**src/rtl/adex_spike_encoder_if.sv**
```systemverilog
`default_nettype none
// ============================================================================
//  Module      : adex_spike_encoder_if
//  Description : Event stream from the AdEx spike encoder.
//                The encoder drives the FIFO head. The consumer drives ready.
//                Build option SPIKE_ISI_EN adds the evt_isi field.
//  Revision    : 1.0  initial release
// ============================================================================
interface adex_spike_encoder_if #(
    parameter int TS_W = 16
);
    logic                evt_valid;
    logic                evt_ready;
    logic [TS_W-1:0]     evt_ts;
    logic signed [15:0]  evt_u;
`ifdef SPIKE_ISI_EN
    logic [TS_W-1:0]     evt_isi;

    modport master (output evt_valid, output evt_ts, output evt_u,
                    output evt_isi, input evt_ready);
    modport slave  (input evt_valid, input evt_ts, input evt_u,
                    input evt_isi, output evt_ready);
`else
    modport master (output evt_valid, output evt_ts, output evt_u,
                    input evt_ready);
    modport slave  (input evt_valid, input evt_ts, input evt_u,
                    output evt_ready);
`endif
endinterface
`default_nettype wire

```
**src/rtl/adex_spike_encoder.sv**
```systemverilog
`default_nettype none
// ============================================================================
//  Module      : adex_spike_encoder
//  Description : Detects rising threshold crossings of the AdEx membrane
//                potential. Each crossing is queued as an event {ts, u} in a
//                circular FIFO. The FIFO is drained over valid/ready.
//                Build option SPIKE_ISI_EN adds an inter-spike interval
//                field (evt_isi) to each event.
//  Revision    : 1.0  initial release
// ============================================================================
module adex_spike_encoder #(
    parameter logic signed [15:0] V_T   = 16'sd30,
    parameter int                 TS_W  = 16,
    parameter int                 DEPTH = 8
) (
    input  wire logic                      clk,
    input  wire logic                      reset_n,
    input  wire logic                      en_i,
    input  wire logic signed [15:0]        v_i,
    input  wire logic signed [15:0]        u_i,
    adex_spike_encoder_if.master           evt,
    output logic                           spike_o,
    output logic [$clog2(DEPTH):0]         fifo_count_o,
    output logic                           overflow_o,
    output logic [15:0]                    drop_cnt_o
);
    localparam int c_AW = $clog2(DEPTH);
    localparam int c_CW = c_AW + 1;
`ifdef SPIKE_ISI_EN
    localparam int c_EW = TS_W + TS_W + 16;
`else
    localparam int c_EW = TS_W + 16;
`endif

    logic [TS_W-1:0]  ts_q;
    logic             above_q;
    logic             spike_q;
    logic             overflow_q;
    logic [15:0]      drop_cnt_q;
    logic [15:0]      drop_cnt_d;
    logic [c_AW-1:0]  wr_ptr_q;
    logic [c_AW-1:0]  rd_ptr_q;
    logic [c_CW-1:0]  count_q;
    logic [c_CW-1:0]  count_d;
    logic [c_EW-1:0]  mem_q [DEPTH];
    logic [c_EW-1:0]  entry_d;
    logic [c_EW-1:0]  head_w;

    logic above_w;
    logic det_w;
    logic pop_w;
    logic full_w;
    logic push_w;
    logic drop_w;

    assign above_w = (v_i >= V_T);
    assign det_w   = en_i & above_w & ~above_q;
    assign pop_w   = (count_q != '0) & evt.evt_ready;
    assign full_w  = (count_q == c_CW'(DEPTH));
    // A full FIFO still accepts a push when the head leaves on the same edge.
    assign push_w  = det_w & (~full_w | pop_w);
    assign drop_w  = det_w & full_w & ~pop_w;

`ifdef SPIKE_ISI_EN
    logic [TS_W-1:0] last_ts_q;
    logic            first_q;
    logic [TS_W-1:0] isi_w;

    // The first spike after reset has no predecessor, so it reports all ones.
    assign isi_w   = first_q ? {TS_W{1'b1}} : (ts_q - last_ts_q);
    assign entry_d = {isi_w, ts_q, u_i};

    // Remember the time of every detected spike, including dropped ones.
    always_ff @(posedge clk or negedge reset_n) begin
        if (!reset_n) begin
            last_ts_q <= '0;
            first_q   <= 1'b1;
        end else if (det_w) begin
            last_ts_q <= ts_q;
            first_q   <= 1'b0;
        end
    end

    assign evt.evt_isi = head_w[c_EW-1 -: TS_W];
`else
    assign entry_d = {ts_q, u_i};
`endif

    // Occupancy next-state: simultaneous push and pop leave the count alone.
    always_comb begin
        count_d = count_q;
        case ({push_w, pop_w})
            2'b10:   count_d = count_q + 1'b1;
            2'b01:   count_d = count_q - 1'b1;
            default: count_d = count_q;
        endcase
    end

    // Saturating counter of events lost to a full FIFO.
    always_comb begin
        drop_cnt_d = drop_cnt_q;
        if (drop_w && (drop_cnt_q != 16'hFFFF)) begin
            drop_cnt_d = drop_cnt_q + 16'd1;
        end
    end

    // Free-running timestamp, edge-detect history and spike pulse.
    always_ff @(posedge clk or negedge reset_n) begin
        if (!reset_n) begin
            ts_q    <= '0;
            above_q <= 1'b0;
            spike_q <= 1'b0;
        end else begin
            ts_q    <= ts_q + 1'b1;
            above_q <= above_w;
            spike_q <= det_w;
        end
    end

    // Circular event buffer with wrapping pointers and sticky drop status.
    always_ff @(posedge clk or negedge reset_n) begin
        if (!reset_n) begin
            for (int i = 0; i < DEPTH; i++) begin
                mem_q[i] <= '0;
            end
            wr_ptr_q   <= '0;
            rd_ptr_q   <= '0;
            count_q    <= '0;
            overflow_q <= 1'b0;
            drop_cnt_q <= '0;
        end else begin
            if (push_w) begin
                mem_q[wr_ptr_q] <= entry_d;
                wr_ptr_q        <= wr_ptr_q + 1'b1;
            end
            if (pop_w) begin
                rd_ptr_q <= rd_ptr_q + 1'b1;
            end
            count_q    <= count_d;
            drop_cnt_q <= drop_cnt_d;
            if (drop_w) begin
                overflow_q <= 1'b1;
            end
        end
    end

    assign head_w        = mem_q[rd_ptr_q];
    assign evt.evt_valid = (count_q != '0);
    assign evt.evt_ts    = head_w[TS_W+15:16];
    assign evt.evt_u     = head_w[15:0];
    assign spike_o       = spike_q;
    assign fifo_count_o  = count_q;
    assign overflow_o    = overflow_q;
    assign drop_cnt_o    = drop_cnt_q;

endmodule
`default_nettype wire
```
**src/flat_wrapper.sv**
```systemverilog
// flat-port wrapper written by rule: the top's interface ports become plain ports
module adex_spike_encoder_flat 
#(
    parameter logic signed [15:0] V_T   = 16'sd30,
    parameter int                 TS_W  = 16,
    parameter int                 DEPTH = 8
)
  (clk, reset_n, en_i, v_i, u_i, spike_o, fifo_count_o, overflow_o, drop_cnt_o, evt_evt_valid, evt_evt_ts, evt_evt_u, evt_evt_ready);
  adex_spike_encoder_if #(.TS_W(TS_W)) evt_i ();
  input  wire logic clk;
  input  wire logic reset_n;
  input  wire logic en_i;
  input  wire logic signed [15:0] v_i;
  input  wire logic signed [15:0] u_i;
  output logic spike_o;
  output logic [$clog2(DEPTH):0] fifo_count_o;
  output logic overflow_o;
  output logic [15:0] drop_cnt_o;
  output wire logic [$bits(evt_i.evt_valid)-1:0] evt_evt_valid;
  output wire logic [$bits(evt_i.evt_ts)-1:0] evt_evt_ts;
  output wire logic [$bits(evt_i.evt_u)-1:0] evt_evt_u;
  input wire logic [$bits(evt_i.evt_ready)-1:0] evt_evt_ready;
  assign evt_evt_valid = evt_i.evt_valid;
  assign evt_evt_ts = evt_i.evt_ts;
  assign evt_evt_u = evt_i.evt_u;
  assign evt_i.evt_ready = evt_evt_ready;
  adex_spike_encoder #(.V_T(V_T), .TS_W(TS_W), .DEPTH(DEPTH)) u_core (.clk(clk), .reset_n(reset_n), .en_i(en_i), .v_i(v_i), .u_i(u_i), .evt(evt_i), .spike_o(spike_o), .fifo_count_o(fifo_count_o), .overflow_o(overflow_o), .drop_cnt_o(drop_cnt_o));
endmodule
```
**config.mk**
```make
export PLATFORM = sky130hd
export DESIGN_NAME = adex_spike_encoder_flat
export DESIGN_NICKNAME = d
export VERILOG_FILES = /design/src/rtl/adex_spike_encoder_if.sv /design/src/rtl/adex_spike_encoder.sv /design/src/flat_wrapper.sv
export SDC_FILE = /design/constraint.sdc
export NUM_CORES = 1
export LEC_CHECK = 0
export CAP_MARGIN = 20
export CORE_ASPECT_RATIO = 1.25
export CORE_MARGIN = 2
export CORE_UTILIZATION = 61
export CTS_BUF_LIST = sky130_fd_sc_hd__clkbuf_2 sky130_fd_sc_hd__clkbuf_4 sky130_fd_sc_hd__clkbuf_8
export DETAILED_ROUTE_END_ITERATION = 8
export PLACE_DENSITY = 0.82
export SYNTH_ARGS = -nofsm -noshare
export SYNTH_HDL_FRONTEND = slang
export SYNTH_SLANG_ARGS = --single-unit
```
**constraint.sdc**
```tcl
create_clock -name clk -period 3.7 [get_ports clk]
set_input_delay 0.37 -clock clk [delete_from_list [all_inputs] [get_ports clk]]
set_output_delay 0.37 -clock clk [all_outputs]
set_load 0.03 [all_outputs]
```
# After elaboration in Yosys (flattened, before gate mapping)
# Cells that the tools add are included.
# op_classes
n_lt_le_gt_ge	4
n_mux	7
n_bitwise	12
add_sub_neg	6
n_reduce_logical	4
eq_ne	4
# ops
cell	count
bitwise mux 256 bit	1
binary-select mux 32 bit (select 3 bit)	1
demux 32 bit (select 3 bit)	1
two-way mux 32 bit	3
adder 16 x 1 -> 16 bit, second input constant	2
>= comparator 16 x 6 -> 1 bit, second input constant	1
!= test 16 bit, second input constant	1
>= comparator 4 bit, second input constant	2
inverter 3 -> 4 bit	2
one-hot mux 4 bit (2 select lines)	1
adder 3 x 1 -> 3 bit, second input constant	2
AND 1 bit	6
adder 4 x 1 -> 4 bit, second input constant	1
equality test 4 bit, second input constant	1
< comparator 4 x 1 -> 1 bit, second input constant	1
nonzero test 4 bit	1
subtractor 4 x 1 -> 4 bit, second input constant	1
inverter 1 bit	3
equality test 2 x 1 -> 1 bit, second input constant	1
equality test 2 bit, second input constant	1
logical AND 1 bit	2
nonzero test 2 bit	1
bitwise OR 1 bit	1
# totals
word_cells	53
regBits	301
in_bits	36

# Logic depth before layout (Yosys ltp)
# Gate-level depths: netlist (run 1).
# logic_depth
ltp_word	6
depth_mapped	11
depth_no_buf	11

# Worst setup path after synthesis (run 1)
# Ideal clock, no wire load.
# synth_path
path_type	reg-to-reg
startpoint	reg u_core.count_q[0] (netlist: u_core.fifo_count_o[0])
endpoint	reg u_core.count_q[3] (netlist: u_core.fifo_count_o[3])
path_slack_ns	0.827
stages_incl_launch_ff	12
t_arrival_ns	2.737
setup_time_ns	0.136
required_time_ns	3.564
cell_sequence	dfrtp_1 or3_4 or2_2 and2_1 clkbuf_1 ha_1 ha_1 a21o_1 a21oi_1 xnor2_1 nor2_1 xor2_1
# synth_between
elab_chain_cells	6
# synth_lines
item	line	source
start, declared	adex_spike_encoder.sv:43	logic [c_CW-1:0] count_q;
start signal, assigned	adex_spike_encoder.sv:139	count_q <= count_d;
nonzero test 4 bit (*)	-	
named net evt_evt_valid	flat_wrapper.sv:19	output wire logic [$bits(evt_i.evt_valid)-1:0] evt_evt_valid;
AND 1 bit (*)	adex_spike_encoder.sv:58	assign pop_w = (count_q != '0) & evt.evt_ready;
named net u_core.pop_w	adex_spike_encoder.sv:51	logic pop_w;
bitwise OR 1 bit	adex_spike_encoder.sv:61	assign push_w = det_w & (~full_w | pop_w);
AND 1 bit	adex_spike_encoder.sv:61	
equality test 2 x 1 -> 1 bit or equality test 2 bit (tied branches)	adex_spike_encoder.sv:92	case ({push_w, pop_w})
one-hot mux 4 bit (2 select lines) or nonzero test 2 bit (tied branches)	-	
# Mark *: on every way through the listed nets, which the timed path passes. The rest lies on a longest branch.
# A chain may end at the register's enable or synchronous reset.

# Worst setup path in the final report (run 1)
# layout_path
startpoint	reg u_core.rd_ptr_q[0]
endpoint	out evt_evt_ts[8]
# layout_between
elab_chain_cells	4
# layout_lines
item	line	source
start, declared	adex_spike_encoder.sv:42	logic [c_AW-1:0] rd_ptr_q;
start signal, assigned	adex_spike_encoder.sv:137	rd_ptr_q <= rd_ptr_q + 1'b1;
inverter 3 -> 4 bit (implied by the code)	adex_spike_encoder.sv:147	assign head_w = mem_q[rd_ptr_q];
binary-select mux 32 bit (select 3 bit)	adex_spike_encoder.sv:147	
two-way mux 32 bit (implied by the code) (2 in series)	adex_spike_encoder.sv:147	
end, declared	flat_wrapper.sv:20	output wire logic [$bits(evt_i.evt_ts)-1:0] evt_evt_ts;
# Every way passes these cells. The select of a mux whose other input is x is not followed.

==> results.json, run 1 <==
{
  "finalNonFillerCells": 1274,
  "setup_slack_ns": 0.212,
  "worst_ep_required_time_ns": 3.33,
  "maxCapViolCount": 0,
  "grt_pass1_vias": 8211,
  "totalWireLength_um": 27000,
  "max_slew.worst_pin.slew_ns": 0.697,
  "drt_iter0_drc": 372,
  "final_cell_mix": "298 x dfrtp_1, 277 x mux2_2, 88 x clkdlybuf4s50_1",
  "drive_gt1_frac": 0.461,
  "layout_commonest_cell": "dfrtp_1",
  "yosysWarningCount": 0,
  "hold_class": "input port to asynchronous set/reset pin",
  "place_ws_ns": 0.572,
  "gp_congestion": 0.711,
  "grt_util_all_layers": 0.242,
  "postCtsSetupBuffers": 0,
  "cp_slowest_cell": "dfrtp_4",
  "timing.hold.ws_ns": 0.406,
  "h-tree-depth": 2,
  "reg2reg_from": "u_core.fifo_count_o[0]",
  "post_drt_via_cell_ratio": 6.03,
  "post-route-drc-count": 0,
  "wl_per_cell_um": 21.2,
  "ant_nets": 0,
  "first_pass_iters": 5,
  "grt_util_met1": 0.339,
  "powerDensity_nw_per_um2": 723,
  "synth_edf_count": 0,
  "async_reset_ff_frac": 1.00,
  "place_inst": 1197,
  "syn_inst": 863,
  "crit_path_start_kind": "register",
  "cts_root_buf": "clkbuf_8",
  "crit_family": "buffers and inverters",
  "cts.sinks": 301,
  "antenna_found_initial": 0,
  "io_buffers": 89,
  "clock_latency_ns": 0.56,
  "dieArea_um2": 23500,
  "yosysUniqueCellTypes": 45,
  "syn_area_per_cell_um2": 15.7,
  "min_period_ns": 3.49,
  "antennaDiodeCount": 0,
  "syn-cell-area_um2": 13600,
  "io_pins": 91,
  "r2r_cells": 11,
  "peakVddDrop_uv": 705,
  "crit_type": "register to output port",
  "rsz0062_at_grt": "no",
  "relSlewSlack": 0.535,
  "ff2ff_setup_slack_ns": 0.81,
  "fmax_ghz": 0.287,
  "grt_busiest_layer": "met2",
  "path_cells": "buf_4, mux4_2, mux2_2, clkdlybuf4s50_1",
  "slowest_delay_ns": 0.79,
  "timing.critical_path.buf_inv": 2,
  "synth-seq-cells": 301,
  "grt_max_degree": 91,
  "slew_viol_final": 0,
  "clock-skew-final_ns": 0.0177,
  "placedInstanceArea_um2": 14800,
  "finalHoldViolCount": 0,
  "cts_made_buffers": 46,
  "leakagePower_nw": 7.23,
  "die_x_um": 137,
  "hpwl_um": 16100,
  "grt_pass1_wl_um": 43800,
  "die_h_um": 171,
  "grt_util_met3": 0.0385,
  "clkSlewWorstSetupHoldPaths_ns": 0.06,
  "cts_tree": "yes",
  "fp-row-count": 61,
  "start_util": 0.616,
  "ys_seq_area_frac": 0.555,
  "ys.flop_type": "dfrtp_1",
  "clockBufferDepth": 3,
  "arrival_ns": 3.12,
  "period_share": 0.943,
  "vias": 7681,
  "gr-total-overflow": 0,
  "setup_tns_ns": 0,
  "synth.net_count": 907,
  "met2_usage": 0.395,
  "coreArea_um2": 22100,
  "nNetsFinal": 1007,
  "crit_path_end_kind": "output port",
  "status": "complete, no violations",
  "syn_to_final_growth_pct": 15.9,
  "final_area_um2": 15700,
  "setup_viol": 0,
  "rr_endpoint": "u_core.fifo_count_o[3]",
  "path_max_fanout": 25
}
## kinds of logic after synthesis
group / Yosys count / synth area share
AOI/OAI and AO/OA: 8 / 0.00461
xor gates and xnor gates: 36 / 0.0232
adders and majority gates: 8 / 0.00792
buffers and inverters: 69 / 0.0250
DFF: 301 / 0.555
muxes: 355 / 0.347
and+or+nand+nor: 86 / 0.0373
## cell usage after synthesis (2+ instances only)
| cell | count | area [µm²] |
|---|---|---|
| nand2_1 | 19 | 71.3 |
| buf_1 | 3 | 11.3 |
| inv_1 | 5 | 18.8 |
| nor2b_1 | 2 | 12.5 |
| mux2_2 | 277 | 3120 |
| nand3_1 | 12 | 60.1 |
| nor3_1 | 2 | 10.0 |
| and3_1 | 4 | 25.0 |
| buf_4 | 9 | 67.6 |
| clkbuf_1 | 29 | 109 |
| and4_1 | 5 | 43.8 |
| ha_1 | 7 | 87.6 |
| buf_2 | 18 | 90.1 |
| xor2_1 | 10 | 87.6 |
| buf_6 | 3 | 33.8 |
| dfrtp_1 | 301 | 7530 |
| xnor2_1 | 26 | 228 |
| or2_2 | 3 | 18.8 |
| nand4_1 | 11 | 68.8 |
| nand2b_1 | 3 | 18.8 |
| and2_1 | 3 | 18.8 |
| nor2_1 | 11 | 41.3 |
| mux2_1 | 13 | 146 |
| nor4_1 | 3 | 18.8 |
| mux4_2 | 64 | 1440 |
## flip-flops by register name (all words and copies together), names as in the netlist
name,flops
u_core.spike_o,1
u_core.overflow_o,1
u_core.mem_q,256
u_core.above_q,1
u_core.rd_ptr_q,3
u_core.drop_cnt_o,16
u_core.wr_ptr_q,3
u_core.fifo_count_o,4
u_core.ts_q,16
## routing by layer
| layer | wire (µm) | vias up |
|---|---|---|
| met3 | 1030 | 49 |
| met1 | 12000 | 4103 |
| met4 | 532 | 0 |
| met5 | 0 | - |
| li1 | - | 3371 |
| met2 | 13400 | 158 |
## report_power, final
part | internal, W | leakage, nW | switching (W)
Combinational | 0.00219 | 2.77 | 0.00167
Clock | 0.00156 | 0.491 | 0.00120
Sequential | 0.00414 | 3.98 | 0.000626
## through the flow
step | power (W) | utilization
floorplan | 0.00741 | -
global placement | 0.00856 | 0.671
detailed placement | 0.00871 | 0.671
CTS | 0.0115 | 0.714
global route | 0.0120 | 0.714
finish | 0.0114 | 0.714
## repair_timing
action	CTS	global route
hold buffers	1	0
gates resized for setup	0	0
endpoints found under the hold margin	85	0
## how the worst max path moves through the flow
stage	from	to	slack, ns	cells after the start
global route	u_core.rd_ptr_q[0]	evt_evt_ts[10]	0.04	4
CTS	u_core.rd_ptr_q[0]	evt_evt_ts[10]	0.15	4
global placement	v_i[14]	u_core.fifo_count_o[3]	0.71	12
floorplan	u_core.fifo_count_o[0]	u_core.fifo_count_o[3]	0.83	11
finish	u_core.rd_ptr_q[0]	evt_evt_ts[8]	0.21	4
detailed placement	v_i[10]	u_core.fifo_count_o[3]	0.57	12
## cell type report
type | count | area [µm²]
clock inverter | 3 | 42.5
inverter | 6 | 22.5
fill | 1482 | 6320
sequential | 301 | 7540
timing repair buffer | 115 | 1170
clock buffer | 73 | 880
tap | 283 | 354
multi-input combinational | 493 | 5740
No activity file was read; power rests on OpenSTA's default activity.
==> inputs of run 2 (changes only) <==
--- a/config.mk
+++ b/config.mk
@@ -8,10 +8,11 @@
 export CAP_MARGIN = 20
 export CORE_ASPECT_RATIO = 1.25
 export CORE_MARGIN = 2
-export CORE_UTILIZATION = 61
+export CORE_UTILIZATION = 65
 export CTS_BUF_LIST = sky130_fd_sc_hd__clkbuf_2 sky130_fd_sc_hd__clkbuf_4 sky130_fd_sc_hd__clkbuf_8
 export DETAILED_ROUTE_END_ITERATION = 8
-export PLACE_DENSITY = 0.82
+export DONT_BUFFER_PORTS = 1
+export PLACE_DENSITY = 0.81
 export SYNTH_ARGS = -nofsm -noshare
 export SYNTH_HDL_FRONTEND = slang
 export SYNTH_SLANG_ARGS = --single-unit
==> results.json, run 2 (synthesis gave the netlist of run 1 again) <==
{
  "status": "finished, violations left",
  "violations": "hold timing",
  "seqPwrFrac": 0.451,
  "setup_viol": 0,
  "clockBufferDepth": 3,
  "postCtsSetupBuffers": 0,
  "finalHoldViolCount": 301,
  "cts.sinks": 301,
  "arrival_ns": 3.47,
  "path_cells": "or3_4, nor3b_4, nor2_1, nand2_1, ha_1, ha_1, a21o_1, a21oi_1, xnor2_1, nor2_1, xor2_1",
  "hpwl_um": 15600,
  "crit_path_end_kind": "register",
  "p_clk_frac": 0.259,
  "clock-skew-final_ns": 0.0210,
  "ant_nets": 0,
  "dieArea_um2": 22100,
  "p_int_w": 0.00747,
  "cts_made_buffers": 46,
  "io_pins": 91,
  "maxCapViolCount": 0,
  "final_cell_mix": "298 x dfrtp_1, 277 x mux2_2, 64 x mux4_2",
  "largest_reg_flops": 256,
  "die_x_um": 133,
  "min_period_ns": 3.05,
  "relSlewSlack": 0.275,
  "hold_class": "input port to asynchronous set/reset pin",
  "hold_buffers": 16,
  "utilization": 0.722,
  "post-route-drc-count": 0,
  "path_max_fanout": 9,
  "clock_latency_ns": 0.56,
  "start_util": 0.657,
  "slowest_delay_ns": 0.53,
  "power_switching_w": 0.00337,
  "coreArea_um2": 20700,
  "peakVddDrop_uv": 456,
  "drive_gt1_frac": 0.490,
  "first_pass_iters": 4,
  "crit_type": "register to register",
  "place_inst": 1086,
  "grt_pass1_wl_um": 44000,
  "worst_ep_required_time_ns": 4.12,
  "crit_path_start_kind": "register",
  "fp-row-count": 59,
  "post_drt_via_cell_ratio": 6.25,
  "grt_max_degree": 302,
  "cts_root_buf": "clkbuf_8",
  "wl_met2_um": 14000,
  "antenna_found_initial": 0,
  "gp_congestion": 0.801,
  "wl_per_cell_um": 22.6,
  "fmax_ghz": 0.328,
  "clkSlewWorstSetupHoldPaths_ns": 0.06,
  "top_layer_used": "met4",
  "setup_tns_ns": 0,
  "h-tree-depth": 2,
  "nNetsFinal": 920,
  "cts_tree": "yes",
  "combPwrFrac": 0.290,
  "powerDensity_nw_per_um2": 727,
  "slew_viol_final": 0,
  "timing.critical_path.buf_inv": 0,
  "rsz0062_at_grt": "no",
  "period_share": 0.825,
  "met1_length_um": 10800,
  "drt_iter0_drc": 414,
  "finalNonFillerCells": 1180,
  "regMostFlops": "u_core.mem_q",
  "vias": 7374,
  "grt_util_all_layers": 0.253,
  "gr-total-overflow": 0,
  "totalWireLength_um": 26700,
  "max_slew.worst_pin.slew_ns": 1.09,
  "antennaDiodeCount": 0,
  "leakagePower_nw": 6.93,
  "layout_commonest_cell": "dfrtp_1",
  "fillers": 1312,
  "timing.hold.ws_ns": -0.484,
  "grt_pass1_vias": 8358,
  "syn_to_final_growth_pct": 9.83,
  "die_h_um": 166,
  "wl_met3_um": 1180,
  "cp_slowest_cell": "dfrtp_1",
  "crit_family": "simple AND/OR/NAND/NOR gates",
  "swShare": 0.311,
  "io_buffers": 0
}
run 2: path summary, 6_finish.rpt:
kind                                         from                      to  slack, ns  cells after the start
min reg2reg                      u_core.mem_q[40]        u_core.mem_q[40]       0.48                      1
max reg2reg                u_core.fifo_count_o[1]  u_core.fifo_count_o[3]       0.65                     11
min in group clk                    evt_evt_ready       u_core.overflow_o       0.09                      3
min                                       reset_n       u_core.mem_q[231]      -0.48                      0
max in group asynchronous                 reset_n        u_core.mem_q[46]       3.67                      0
max                        u_core.fifo_count_o[1]  u_core.fifo_count_o[3]       0.65                     11
run 2: metrics by stage:
stage | setup WS [ns] | instance area [µm²] | power, W
3_5_place_dp | 0.665 | 13800 | 0.00811
3_3_place_gp | 0.757 | 13800 | 0.00787
5_1_grt | 0.500 | 14900 | 0.0114
6_report | 0.649 | 14900 | 0.0108
2_1_floorplan | 0.827 | 13600 | 0.00741
4_1_cts | 0.613 | 14900 | 0.0110
run 2: area by class of cell:
cell class,instances,area (µm²),share of cell area
clock buffer,75,951,0.0638
timing repair buffer,28,313,0.0210
clock inverter,3,15.0,0.00101
multi-input combinational,493,5730,0.384
sequential,301,7540,0.505
inverter,6,22.5,0.00151
tap,274,343,0.0230
run 2: worst reg2reg max path, cell delays in order, from the launching register on:
cell     delay [ns]
dfrtp_1        0.53
or3_4          0.46
nor3b_4        0.40
nor2_1         0.18
nand2_1        0.16
ha_1           0.23
ha_1           0.26
a21o_1         0.18
a21oi_1        0.17
xnor2_1        0.14
nor2_1         0.07
xor2_1         0.14
run 2: routing by layer:
metal,vias to the layer above,global-route usage
met5,-,0
met4,0,0.0934
met3,67,0.0493
met2,168,0.434
met1,3941,0.322
li1,3198,-
run 2: repair_timing:
action                                  in CTS  in global routing
gates resized for setup                      0                  0
endpoints found under the setup margin       0                  0
hold endpoints to repair                   429                301
run 2: power by group through the flow:
stage	combinational, W	sequential, W	clock, W
2_1_floorplan	0.00288	0.00453	0
3_3_place_gp	0.00303	0.00484	0
3_5_place_dp	0.00315	0.00496	0
4_1_cts	0.00320	0.00490	0.00288
5_1_grt	0.00335	0.00501	0.00304
6_report	0.00314	0.00489	0.00281
